<file path="config.mk">
export PLATFORM = sky130hd
export DESIGN_NAME = divider_flat
export DESIGN_NICKNAME = d
export VERILOG_FILES = /design/src/rtl/divider_if.sv /design/src/rtl/divider.sv /design/src/flat_wrapper.sv
export SDC_FILE = /design/constraint.sdc
export NUM_CORES = 1
export LEC_CHECK = 0
export CORE_ASPECT_RATIO = 0.5
export CORE_UTILIZATION = 40
export CTS_BUF_LIST = sky130_fd_sc_hd__clkbuf_8
export DETAILED_ROUTE_END_ITERATION = 10
export PLACE_DENSITY_LB_ADDON = 0.25
export SLEW_MARGIN = 10
export SYNTH_ARGS = -nofsm -noshare
export SYNTH_HDL_FRONTEND = slang
export SYNTH_SLANG_ARGS = --single-unit
export TNS_END_PERCENT = 1
</file>
<file path="constraint.sdc">
create_clock -name clk -period 4.2 [get_ports clk]
set_clock_uncertainty 0.1 [all_clocks]
set_input_delay 0.42 -clock clk [delete_from_list [all_inputs] [get_ports clk]]
set_output_delay 0.42 -clock clk [all_outputs]
set_load 0.01 [all_outputs]
</file>
<file path="src/rtl/divider_if.sv">
// Handshake and operand/result bundle for the sequential divider.
// master: the requester (drives start/clear/operands); slave: the divider.
interface divider_if #(
  parameter int WIDTH = 32
);
  logic             op_start;
  logic             op_clear;
  logic [WIDTH-1:0] dividend;
  logic [WIDTH-1:0] divisor;
  logic             busy;
  logic             op_done;
  logic [WIDTH-1:0] quotient;
  logic [WIDTH-1:0] remainder;
  logic             div_by_zero;

  modport master (
    output op_start, op_clear, dividend, divisor,
    input  busy, op_done, quotient, remainder, div_by_zero
  );

  modport slave (
    input  op_start, op_clear, dividend, divisor,
    output busy, op_done, quotient, remainder, div_by_zero
  );
endinterface

</file>
<file path="src/rtl/divider.sv">
// Sequential unsigned restoring divider: one quotient bit per clock.
// Operands are captured on an accepted op_start (IDLE or DONE). A zero
// divisor finishes immediately with quotient all ones and remainder equal
// to the dividend.
module divider #(
  parameter int WIDTH = 32
) (
  input logic      clk,
  input logic      reset,
  divider_if.slave dif
);

  typedef enum logic [2:0] {
    S_IDLE = 3'd0,
    S_EXEC = 3'd1,
    S_DONE = 3'd2
  } state_t;

  state_t           r_state;
  logic [6:0]       r_cnt;
  logic [WIDTH:0]   r_p;      // partial remainder
  logic [WIDTH-1:0] r_q;      // dividend shifting out, quotient shifting in
  logic [WIDTH-1:0] r_d;      // captured divisor
  logic             r_busy;
  logic             r_done;
  logic             r_dbz;

  // The shift takes the whole partial-remainder register. Its top bit is
  // always zero after a restoring step (P < D), so this is the same trial
  // value as shifting only the low WIDTH bits.
  logic [WIDTH+1:0] w_t;
  logic [WIDTH+1:0] w_diff;
  logic             w_ge;
  logic             w_last;

  assign w_t    = {r_p, r_q[WIDTH-1]};
  assign w_diff = w_t - {2'b00, r_d};
  assign w_ge   = (w_t >= {2'b00, r_d});
  assign w_last = (r_cnt == 7'(WIDTH - 1));

  // Control FSM plus datapath registers; reset beats op_clear beats op_start.
  always_ff @(posedge clk) begin
    if (reset || dif.op_clear) begin
      r_state <= S_IDLE;
      r_cnt   <= 7'd0;
      r_p     <= '0;
      r_q     <= '0;
      r_d     <= '0;
      r_busy  <= 1'b0;
      r_done  <= 1'b0;
      r_dbz   <= 1'b0;
    end else begin
      case (r_state)
        S_IDLE, S_DONE: begin
          if (dif.op_start) begin
            r_d   <= dif.divisor;
            r_cnt <= 7'd0;
            if (dif.divisor == '0) begin
              r_q     <= {WIDTH{1'b1}};
              r_p     <= {1'b0, dif.dividend};
              r_state <= S_DONE;
              r_busy  <= 1'b0;
              r_done  <= 1'b1;
              r_dbz   <= 1'b1;
            end else begin
              r_q     <= dif.dividend;
              r_p     <= '0;
              r_state <= S_EXEC;
              r_busy  <= 1'b1;
              r_done  <= 1'b0;
              r_dbz   <= 1'b0;
            end
          end else begin
            r_state <= r_state;
          end
        end
        S_EXEC: begin
          r_p   <= w_ge ? (WIDTH+1)'(w_diff) : (WIDTH+1)'(w_t);
          r_q   <= {r_q[WIDTH-2:0], w_ge};
          r_cnt <= r_cnt + 7'd1;
          if (w_last) begin
            r_state <= S_DONE;
            r_busy  <= 1'b0;
            r_done  <= 1'b1;
          end else begin
            r_state <= S_EXEC;
          end
        end
        default: begin
          r_state <= S_IDLE;
          r_cnt   <= 7'd0;
          r_busy  <= 1'b0;
          r_done  <= 1'b0;
          r_dbz   <= 1'b0;
        end
      endcase
    end
  end

  assign dif.busy        = r_busy;
  assign dif.op_done     = r_done;
  assign dif.div_by_zero = r_dbz;
  assign dif.quotient    = r_q;
  assign dif.remainder   = r_p[WIDTH-1:0];

endmodule
</file>
<file path="src/flat_wrapper.sv">
// flat-port wrapper written by rule: the top's interface ports become plain ports
module divider_flat 
#(
  parameter int WIDTH = 32
)
  (clk, reset, dif_op_start, dif_op_clear, dif_dividend, dif_divisor, dif_busy, dif_op_done, dif_quotient, dif_remainder, dif_div_by_zero);
  divider_if #(.WIDTH(WIDTH)) dif_i ();
  input logic clk;
  input logic reset;
  input wire logic [$bits(dif_i.op_start)-1:0] dif_op_start;
  input wire logic [$bits(dif_i.op_clear)-1:0] dif_op_clear;
  input wire logic [$bits(dif_i.dividend)-1:0] dif_dividend;
  input wire logic [$bits(dif_i.divisor)-1:0] dif_divisor;
  output wire logic [$bits(dif_i.busy)-1:0] dif_busy;
  output wire logic [$bits(dif_i.op_done)-1:0] dif_op_done;
  output wire logic [$bits(dif_i.quotient)-1:0] dif_quotient;
  output wire logic [$bits(dif_i.remainder)-1:0] dif_remainder;
  output wire logic [$bits(dif_i.div_by_zero)-1:0] dif_div_by_zero;
  assign dif_i.op_start = dif_op_start;
  assign dif_i.op_clear = dif_op_clear;
  assign dif_i.dividend = dif_dividend;
  assign dif_i.divisor = dif_divisor;
  assign dif_busy = dif_i.busy;
  assign dif_op_done = dif_i.op_done;
  assign dif_quotient = dif_i.quotient;
  assign dif_remainder = dif_i.remainder;
  assign dif_div_by_zero = dif_i.div_by_zero;
  divider #(.WIDTH(WIDTH)) u_core (.clk(clk), .reset(reset), .dif(dif_i));
endmodule
</file>
### Word level (Yosys, flattened, before mapping)

Cells that the tools add are included.

* bits in registers: 110
* output and inout bits: 67
* word-level logic and storage cells: 48

* add/sub/neg operators: 2
* order comparisons: 1
* eq/ne operators: 5
* multiplexer cells: 22
* bitwise operators: 1
* reduce and logical (&&, ||, !) cells: 9

Operators by type and width (count)
* two-way mux 32 bit: 3
* two-way mux 33 bit: 2
* one-hot mux 33 bit (2 select lines): 1
* one-hot mux 32 bit (2 select lines): 1
* >= comparator 34 x 32 -> 1 bit: 1
* subtractor 33 x 32 -> 33 bit: 1
* logical NOT 32 bit: 1
* one-hot mux 7 bit (2 select lines): 1
* AND reduction 2 bit: 4
* adder 7 x 1 -> 7 bit (second input constant): 1
* == test 7 x 5 -> 1 bit (second input constant): 1
* two-way mux 7 bit: 1
* two-way mux 1 bit: 6
* one-hot mux 1 bit (2 select lines): 3
* one-hot mux 3 bit (2 select lines): 1
* two-way mux 2 bit: 2
* == test 3 x 1 -> 1 bit (second input constant): 1
* == test 3 x 2 -> 1 bit (second input constant): 1
* logical NOT 3 bit: 1
* two-way mux 3 bit: 1
* != test 2 x 1 -> 1 bit (second input constant): 1
* != test 2 bit (second input constant): 1
* nonzero test 2 bit: 1
* OR reduction 2 bit: 1
* other kinds (2): 2

### Longest topological paths before layout

Gate-level depths: netlist (run 1).

* depth after elaboration: 4
* mapped depth: 14
* gate-level depth less buffers: 13

### Least setup slack after synthesis (run 1)

OpenSTA, ideal clock, no wires.

* kind: reg-to-reg
* start: register u_core.r_q[31], in the netlist u_core.dif.quotient[31]
* end: register u_core.r_p[31]
* arrival time: 2.701 ns
* path slack: 1.277 ns
* cell stages (with the launch flop): 13
* clock period less this slack: 2.923 ns
* path through: dfxtp_1 inv_1 ha_1 inv_1 fa_1 a21oi_2 o21ai_2 a2111oi_2 o21ai_4 o22ai_4 o21ai_4 a41o_1 a311o_1

* cells in the longest elaborated chain, start to end: 3
* elaborated cells on any way between the ends: 4

RTL lines
* start: declaration: RTL line divider.sv:22 `logic [WIDTH-1:0] r_q;`
* start signal: assignment: RTL line divider.sv:59 `r_q <= {WIDTH{1'b1}};`
* start signal: assignment: RTL line divider.sv:66 `r_q <= dif.dividend;`
* start signal: assignment: RTL line divider.sv:79 `r_q <= {r_q[WIDTH-2:0], w_ge};`
* subtractor 33 x 32 -> 33 bit or >= comparator 34 x 32 -> 1 bit (tied branches): RTL line divider.sv:37, divider.sv:38
* two-way mux 33 bit *: RTL line divider.sv:78 `r_p <= w_ge ? (WIDTH+1)'(w_diff) : (WIDTH+1)'(w_t);`
* one-hot mux 33 bit (2 select lines) *: RTL line divider.sv:53 `case (r_state)`
* end signal: assignment: RTL line divider.sv:60 `r_p <= {1'b0, dif.dividend};`
* end signal: assignment: RTL line divider.sv:78
* end: declaration: RTL line divider.sv:21 `logic [WIDTH:0] r_p;`

Every way passes the cells marked *; elsewhere a longest branch is shown, timed or not.
A chain may end at the register's enable or synchronous reset.

### Final worst setup path (run 1)

* start: register u_core.r_d[13]
* end: register u_core.r_p[4]

* cells in the longest elaborated chain, start to end: 3

RTL lines
* start: declaration: RTL line divider.sv:23 `logic [WIDTH-1:0] r_d;`
* start signal: assignment: RTL line divider.sv:56 `r_d <= dif.divisor;`
* >= comparator 34 x 32 -> 1 bit: RTL line divider.sv:38 `assign w_ge = (w_t >= {2'b00, r_d});`
* two-way mux 33 bit: RTL line divider.sv:78
* one-hot mux 33 bit (2 select lines): RTL line divider.sv:53

No other way between the ends.

==> metrics.md, run 1 <==
| Metric | Value |
|---|---|
| Result of the run | finished, final reports clean |
| Post-Synthesis Cells | about 920 |
| Fin crit share | approximately 85% |
| WP data required | 4.35 ns |
| Unique cell type count in the Yosys netlist | 57 |
| Seq cells post-synth | around 110 |
| Antenna Nets Post-Route | 0 |
| Core Area | 0.0166 mm² |
| Final slew viol count | 0 |
| H-tree levels | 3 |
| RD Place Congestion | approximately 0.9 |
| Total power density per cell area | between 300 and 400 mW/mm² |
| Final-stage net count | approximately 1,100 |
| Area fraction of the dominant cell type after synthesis | 31.5% |
| Clock input transition at the sequential cells of the worst setup and hold paths | approximately 0.11 ns |
| Crit Path Class | reg -> reg |
| Drt first-iter violations | between 500 and 600 |
| Max Clock Freq | approximately 280 MHz |
| Setup violations, final | 0 |
| Most common cell in the synthesized netlist | sky130_fd_sc_hd__nand2_1 |
| Final period demand of the worst path | 3.57 ns |
| Combined global-route utilization of all metal layers | 25.9% |
| Largest net degree at the start of global routing | 81 |
| Startpoint type of the worst setup path | register |
| Count of warnings emitted by yosys | 0 |
| Floorplan die width | 188 µm |
| Number of detailed-route iterations in the first pass | 6 |
| Worst vdd ir | about 0.00017 V |
| Synthesized cell area | 0.00693 mm² |
| Die Ht | about 95 µm |
| Total via count in the routed design | around 7,000 |
| Wire length of the first global-routing pass | between 30 and 40 mm |
| Die Area | ~0.018 mm² |
| Fraction of the core area covered by cells at the end of the flow | approximately 50% |
| Detailed placer's ending HPWL | approximately 17 mm |
| Per-cell routed wire length | ~19 µm |
| Setup crit end kind | register |
| Least-Margin Pin Slew | ~0.91 ns |
| Commonest cells in the netlist | 128 x sky130_fd_sc_hd__nand2_1, 113 x sky130_fd_sc_hd__a21oi_1, 109 x sky130_fd_sc_hd__dfxtp_1 |
| DRC violation count after routing | 0 |
| CTS tree | done |
| Layout cell share with drive strength beyond 1 | under 10% |
| Total of max-cap violations | 0 |
| EDFF count, synth | 0 |
| Number of antenna repair diodes | 0 |
| Area added between synthesis and finish | 20.4% |
| Sum of buffers and inverters on the critical path | 2 |
| Fin Setup TNS | 0 ns |
| Slowest cell on the critical path | sky130_fd_sc_hd__o21ai_4 |
| Top delay family on crit path | compound AO/OA/AOI/OAI gates |
| Number of antenna violations at the first check in global routing | 0 |
| Post-CTS setup buffer count | 0 |
| Static Leak | between 0.003 and 0.004 µW |
| Tightest Hold Check Type | reg -> reg |
| Relative slew margins | approximately two fifths |
| Crit path top cell by count | sky130_fd_sc_hd__o21ai_4 |
| Number of gates resized after CTS | 0 |
| Slowest stage delay, CP | ~0.74 ns |
| Number of hold-slack violations in the final timing report | 0 |
| Async set-reset flop share out of synthesis | 0% |
| Count of port buffers added during placement | about 130 |
| Worst-skew pair later-pin latency | roughly 0.40 ns |
| Initial core utilization | between 40% and 50% |
| Total wire length after detailed routing | approximately 23 mm |
| Average via count per standard cell | 5.80 |
| Predominant post-synthesis flop cell | sky130_fd_sc_hd__dfxtp_1 |
| Total nets after synthesis | approximately 1,000 |
| Largest area contributor in the synthesized netlist | sky130_fd_sc_hd__dfxtp_1 |
| Buffer cell driving the clock tree root | sky130_fd_sc_hd__clkbuf_8 |
| Buffers from clock root to sink, at most | 2 |
| Crit path DAT | around 3.7 ns |
| Syn_area_per_cell | around 7.5 µm² |
| Inserted Clock Buffers | 9 |
| Ordered list of cells on the worst path | inv_1 > ha_1 > and4_1 > and3_1 > o31ai_1 > o21ai_4 > o22ai_4 > o21ai_4 > buf_4 > mux2i_1 > a211oi_1 |
| Row cnt | 33 |
| Setup repair after global routing missed its margin | false |
| Number of ports placed on the die boundary | roughly 140 |
| Post-synthesis sequential area ratio | a little under a third |
| Total global routing overflow | 0 |
| Worst Path Max Fanout | 28 |
| Sink count of the clock tree | ~110 |
| Number of hold buffers added after cts | 0 |
| Via count of the first global-routing pass | approximately 6,400 |
| Top cells by area in the synthesized netlist | sky130_fd_sc_hd__dfxtp_1 31%, sky130_fd_sc_hd__a21oi_1 8.2%, sky130_fd_sc_hd__nand2_1 6.9% |
tightest hold or removal path, delay by kind of cell, from the launching register on:
family | cells | cell delay, ns
compound gates | 1 | 0.05
simple gates | 1 | 0.05
flops | 1 | 0.33
cells by family after synthesis:
logic type / count (synthesis) / synth area share [%]
buf+inv: 144 / 10.0
fa+ha+maj: 34 / 6.25
simple gates: 270 / 17.6
xor+xnor: 27 / 3.41
mux: 18 / 2.60
compound gates: 320 / 28.6
flops: 109 / 31.5
where the power goes:
group | internal [µW] | switching, µW
registers | 1070 | 34.1
logic | 372 | 527
clock network | 243 | 445
total | 1680 | 1010
flip-flops by register name (all words and copies together) (netlist names):
name and flops:
u_core.dif.div_by_zero 1, u_core.dif.busy 1, u_core.r_cnt 7, u_core.r_d 32, u_core.dif.quotient 32, u_core.r_p 33, u_core.dif.op_done 1, u_core.r_state 2
stage by stage:
step	instances	hold WS [ns]	area [µm²]	power [µW]	worst slack (ns)
floorplan	922	0.336	6930	1740	1.28
global placement	1194	0.344	8130	2000	0.790
detailed placement	1194	0.347	8130	2010	0.664
CTS	1210	0.364	8340	2690	0.660
global route	1210	0.382	8340	2820	0.365
finish	1210	0.363	8340	2690	0.634
cells in the final DEF (no fill, tap or decap), types with 4 or more instances in the layout:
master and instances:
sky130_fd_sc_hd__clkbuf_8 9, sky130_fd_sc_hd__and3_1 19, sky130_fd_sc_hd__a21o_1 9, sky130_fd_sc_hd__nand2_1 128
sky130_fd_sc_hd__a22oi_1 4, sky130_fd_sc_hd__buf_4 10, sky130_fd_sc_hd__xor2_1 14, sky130_fd_sc_hd__o31ai_1 7
sky130_fd_sc_hd__o21ai_1 12, sky130_fd_sc_hd__inv_1 45, sky130_fd_sc_hd__nand2b_1 5, sky130_fd_sc_hd__nor3_1 12
sky130_fd_sc_hd__o21ai_0 56, sky130_fd_sc_hd__clkdlybuf4s50_1 134, sky130_fd_sc_hd__nor2b_1 5, sky130_fd_sc_hd__xnor2_1 13
sky130_fd_sc_hd__o22ai_1 31, sky130_fd_sc_hd__a31oi_1 12, sky130_fd_sc_hd__nor4_1 10, sky130_fd_sc_hd__nand3_1 18
sky130_fd_sc_hd__a211oi_1 32, sky130_fd_sc_hd__ha_1 33, sky130_fd_sc_hd__mux2i_1 18, sky130_fd_sc_hd__nand4_1 14
sky130_fd_sc_hd__o221ai_1 6, sky130_fd_sc_hd__a21oi_1 113, sky130_fd_sc_hd__dfxtp_1 109, sky130_fd_sc_hd__nor2_1 48
sky130_fd_sc_hd__o211ai_1 6
final timing paths:
kind | start | to | slack (ns) | depth (start not counted)
hold reg to reg | u_core.r_d[12] | u_core.r_d[12] | 0.36 | 2
hold / removal | u_core.r_d[12] | u_core.r_d[12] | 0.36 | 2
setup / recovery | u_core.r_d[13] | u_core.r_p[4] | 0.63 | 11
setup reg to reg | u_core.r_d[13] | u_core.r_p[4] | 0.63 | 11
layout make-up:
cell class / count / area, µm²
clock inverter: 7 / 87.6
tap: 227 / 284
fill: 1638 / 8300
multi-input combinational: 669 / 4080
inverter: 45 / 169
sequential: 109 / 2180
timing repair buffer: 144 / 1420
clock buffer: 9 / 124
metal layers:
metal / track usage, % / share of wire [%]
met4: 3.59 / 0.70
met1: 40.7 / 53
met5: 0 / 0
met2: 36.5 / 39
met3: 4.78 / 7.5
(Power assumes the default switching activity.)
==> run 2, diff against run 1 <==
Clock period 4.2 ns to 2.9 ns, I/O delays scaled along.
==> run 2 against run 1 <==
Net effect: the run now ends with negative setup slack left; combinational power grew 97%; sequential power up 45%; largest cell class unchanged; cell count grew 8.3%; hold slack worse by 0.0025 ns; critical endpoint is now u_core.r_p[15]; maximum frequency up 18%; via count is 7.8% higher; cell area up 14%; first-iteration DRC count grew 51%.
==> metrics.md, run 2 (synthesized netlist as in run 1, its figures left out) <==
| Metric | Value |
|---|---|
| Setup crit end kind | register |
| Number of hold-slack violations in the final timing report | 0 (unchanged) |
| Pre-CTS setup slack | -0.145 ns (-0.809 ns) |
| Relative slew margins | 41.9% (+2.5 points) |
| Largest net degree at the start of global routing | 81 (unchanged) |
| Slowest cell on the critical path | sky130_fd_sc_hd__a2111oi_4 |
| Buffers from clock root to sink, at most | 2 (unchanged) |
| Failing checks | negative setup slack |
| Average via count per standard cell | 5.77 (-0.50%) |
| Placed instance area | 0.00885 mm² (+8.8%) |
| Final slew viol count | 0 (unchanged) |
| Flip-flop count of the largest register, all copies and words added | 33 (unchanged) |
| Drt first-iter violations | 867 (+51%) |
| Crit Path Class | reg -> reg |
| Register with the highest flop count | u_core.r_p |
| Highest metal layer used by the detailed router | met4 |
| Total of max-cap violations | 0 (unchanged) |
| Final-stage net count | 1,181 (+9.4%) |
| Setup violations, final | 30 (+30) |
| Core Area | 0.0166 mm² (unchanged) |
| Floorplan die width | 188 µm (unchanged) |
| Total global routing overflow | 0 (unchanged) |
| DRC violation count after routing | 0 (unchanged) |
| RD Place Congestion | 0.968 (+4.9%) |
| Total power density per cell area | 456 mW/mm² (+41%) |
| Area added between synthesis and finish | 36.7% |
| Layout cell share with drive strength beyond 1 | 16.7% (+12 points) |
| Initial core utilization | 41.7% (unchanged) |
| Max Clock Freq | 331 MHz (+18%) |
| Fin crit share | 104% (+19 points) |
| Most frequent cells in the layout | 134 x sky130_fd_sc_hd__clkdlybuf4s50_1, 122 x sky130_fd_sc_hd__nand2_1, 112 x sky130_fd_sc_hd__a21oi_1 |
| Worst Path Max Fanout | 5 (-82%) |
| Clock input transition at the sequential cells of the worst setup and hold paths | 0.11 ns (about the same) |
| Number of ports placed on the die boundary | 135 (unchanged) |
| Final period demand of the worst path | 3.02 ns (-0.542 ns) |
| Setup repair after global routing missed its margin | true |
| Number of antenna violations at the first check in global routing | 0 (unchanged) |
| Sum of buffers and inverters on the critical path | 4 (+2) |
| Per-cell routed wire length | 19.4 µm (+1.9%) |
| Final instance area | 0.00948 mm² (+14%) |
| Total via count in the routed design | 7,567 (+7.8%) |
| Fraction of the core area covered by cells at the end of the flow | 57.0% (+6.8 points) |
| Slowest stage delay, CP | 0.41 ns (-0.33 ns) |
| Wl on met1 | 12.3 mm (+1.5%) |
| Tightest Hold Check Type | reg -> reg |
| H-tree levels | 3 (unchanged) |
| Die Ht | 95.1 µm (unchanged) |
| Static Leak | 0.00374 µW (+18%) |
| Combined global-route utilization of all metal layers | 27.1% (+1.1 points) |
| Crit path DAT | 3.14 ns (-0.58 ns) |
| Via count of the first global-routing pass | 6,756 (+5.6%) |
| Least-Margin Pin Slew | 0.872 ns (-0.0343 ns) |
| Inserted Clock Buffers | 9 (unchanged) |
| Routed length on met2 | 10.2 mm (+13%) |
| Worst vdd ir | 0.000247 V (+48%) |
| Antenna Nets Post-Route | 0 (unchanged) |
| Ordered list of cells on the worst path | inv_2 > ha_4 > inv_2 > fa_2 > a21oi_4 > o21ai_4 > a2111oi_4 > o21ai_4 > o22ai_4 > buf_6 > o21ai_4 > clkbuf_16 > mux2i_1 > o22ai_1 |
| Crit path top cell by count | sky130_fd_sc_hd__o21ai_4 |
| Die Area | 0.0179 mm² (unchanged) |
| Worst-skew pair later-pin latency | 0.39 ns (about the same) |
| Number of detailed-route iterations in the first pass | 5 (-1) |
| CTS tree | done |
| Total wire length after detailed routing | 25.5 mm (+10%) |
| Number of hold buffers added after cts | 0 (unchanged) |
| Result of the run | complete, but fails checks |
| Count of port buffers added during placement | 134 (unchanged) |
| Worst setup margin | -0.124 ns (-0.758 ns) |
| Buffer cell driving the clock tree root | sky130_fd_sc_hd__clkbuf_8 |
| Top delay family on crit path | compound AO/OA/AOI/OAI gates |
| Fin Setup TNS | -1.79 ns (-1.79 ns) |
| Startpoint type of the worst setup path | register |
| Detailed placer's ending HPWL | 18.6 mm (+8.4%) |
| Most common cell after layout, fill and taps aside | sky130_fd_sc_hd__clkdlybuf4s50_1 |
| Wire length of the first global-routing pass | 37.4 mm (+3.4%) |
| Row cnt | 33 (unchanged) |
| Met3 routed wirelength | 2.61 mm (+51%) |
| WP data required | 3.02 ns (-1.33 ns) |
| Sink count of the clock tree | 109 (unchanged) |
run 2: metal layers:
layer | vias up | track usage, %
li1 | 3587 | -
met1 | 3595 | 41.3
met2 | 356 | 38.4
met3 | 29 | 5.74
met4 | 0 | 5.28
met5 | - | 0
run 2: worst paths after layout:
check	startpoint	end	slack, ns	cells past startpoint
worst max register to register	u_core.dif.quotient[31]	u_core.r_p[15]	-0.12	14
worst max-delay path	u_core.dif.quotient[31]	u_core.r_p[15]	-0.12	14
worst min-delay path	u_core.r_d[11]	u_core.r_d[11]	0.36	2
worst min register to register	u_core.r_d[11]	u_core.r_d[11]	0.36	2
run 2: what timing repair did:
action	4_1_cts	5_1_grt
setup endpoints to repair	33	33
setup buffers	2	5
resized for setup	5	52
pin swaps	4	37
cloned	1	5
run 2: cell type report:
cell class                 count  area, µm²
antenna                        1       2.50
timing repair buffer         243       2290
fill                        1556       7160
tap                          227        284
multi-input combinational    671       4360
sequential                   109       2190
clock buffer                   9        124
inverter                      45        169
clock inverter                 6       67.6
run 2: worst reg2reg max path, stage by stage, from the launching register on:
cell and delay [ns]:
sky130_fd_sc_hd__dfxtp_2 0.34, sky130_fd_sc_hd__inv_2 0.06, sky130_fd_sc_hd__ha_4 0.13, sky130_fd_sc_hd__inv_2 0.04, sky130_fd_sc_hd__fa_2 0.39, sky130_fd_sc_hd__a21oi_4 0.21
sky130_fd_sc_hd__o21ai_4 0.10, sky130_fd_sc_hd__a2111oi_4 0.42, sky130_fd_sc_hd__o21ai_4 0.10, sky130_fd_sc_hd__o22ai_4 0.21, sky130_fd_sc_hd__buf_6 0.15, sky130_fd_sc_hd__o21ai_4 0.12
sky130_fd_sc_hd__clkbuf_16 0.22, sky130_fd_sc_hd__mux2i_1 0.14, sky130_fd_sc_hd__o22ai_1 0.12
run 2: metrics by stage:
step                      total power [µW]  hold WS [ns]  cells
final                                 4320         0.360   1311
after detailed placement              3060         0.347   1283
after CTS                             4030         0.356   1301
after global routing                  4510         0.377   1310
after global placement                3050         0.343   1283
after floorplan                       2520         0.326    922
run 2: power by group:
group	switching [µW]	leakage (µW)	total, µW	internal, µW
combinational	925	0.00275	1770	849
clock	621	0.0000966	957	336
sequential	44.1	0.000888	1590	1550
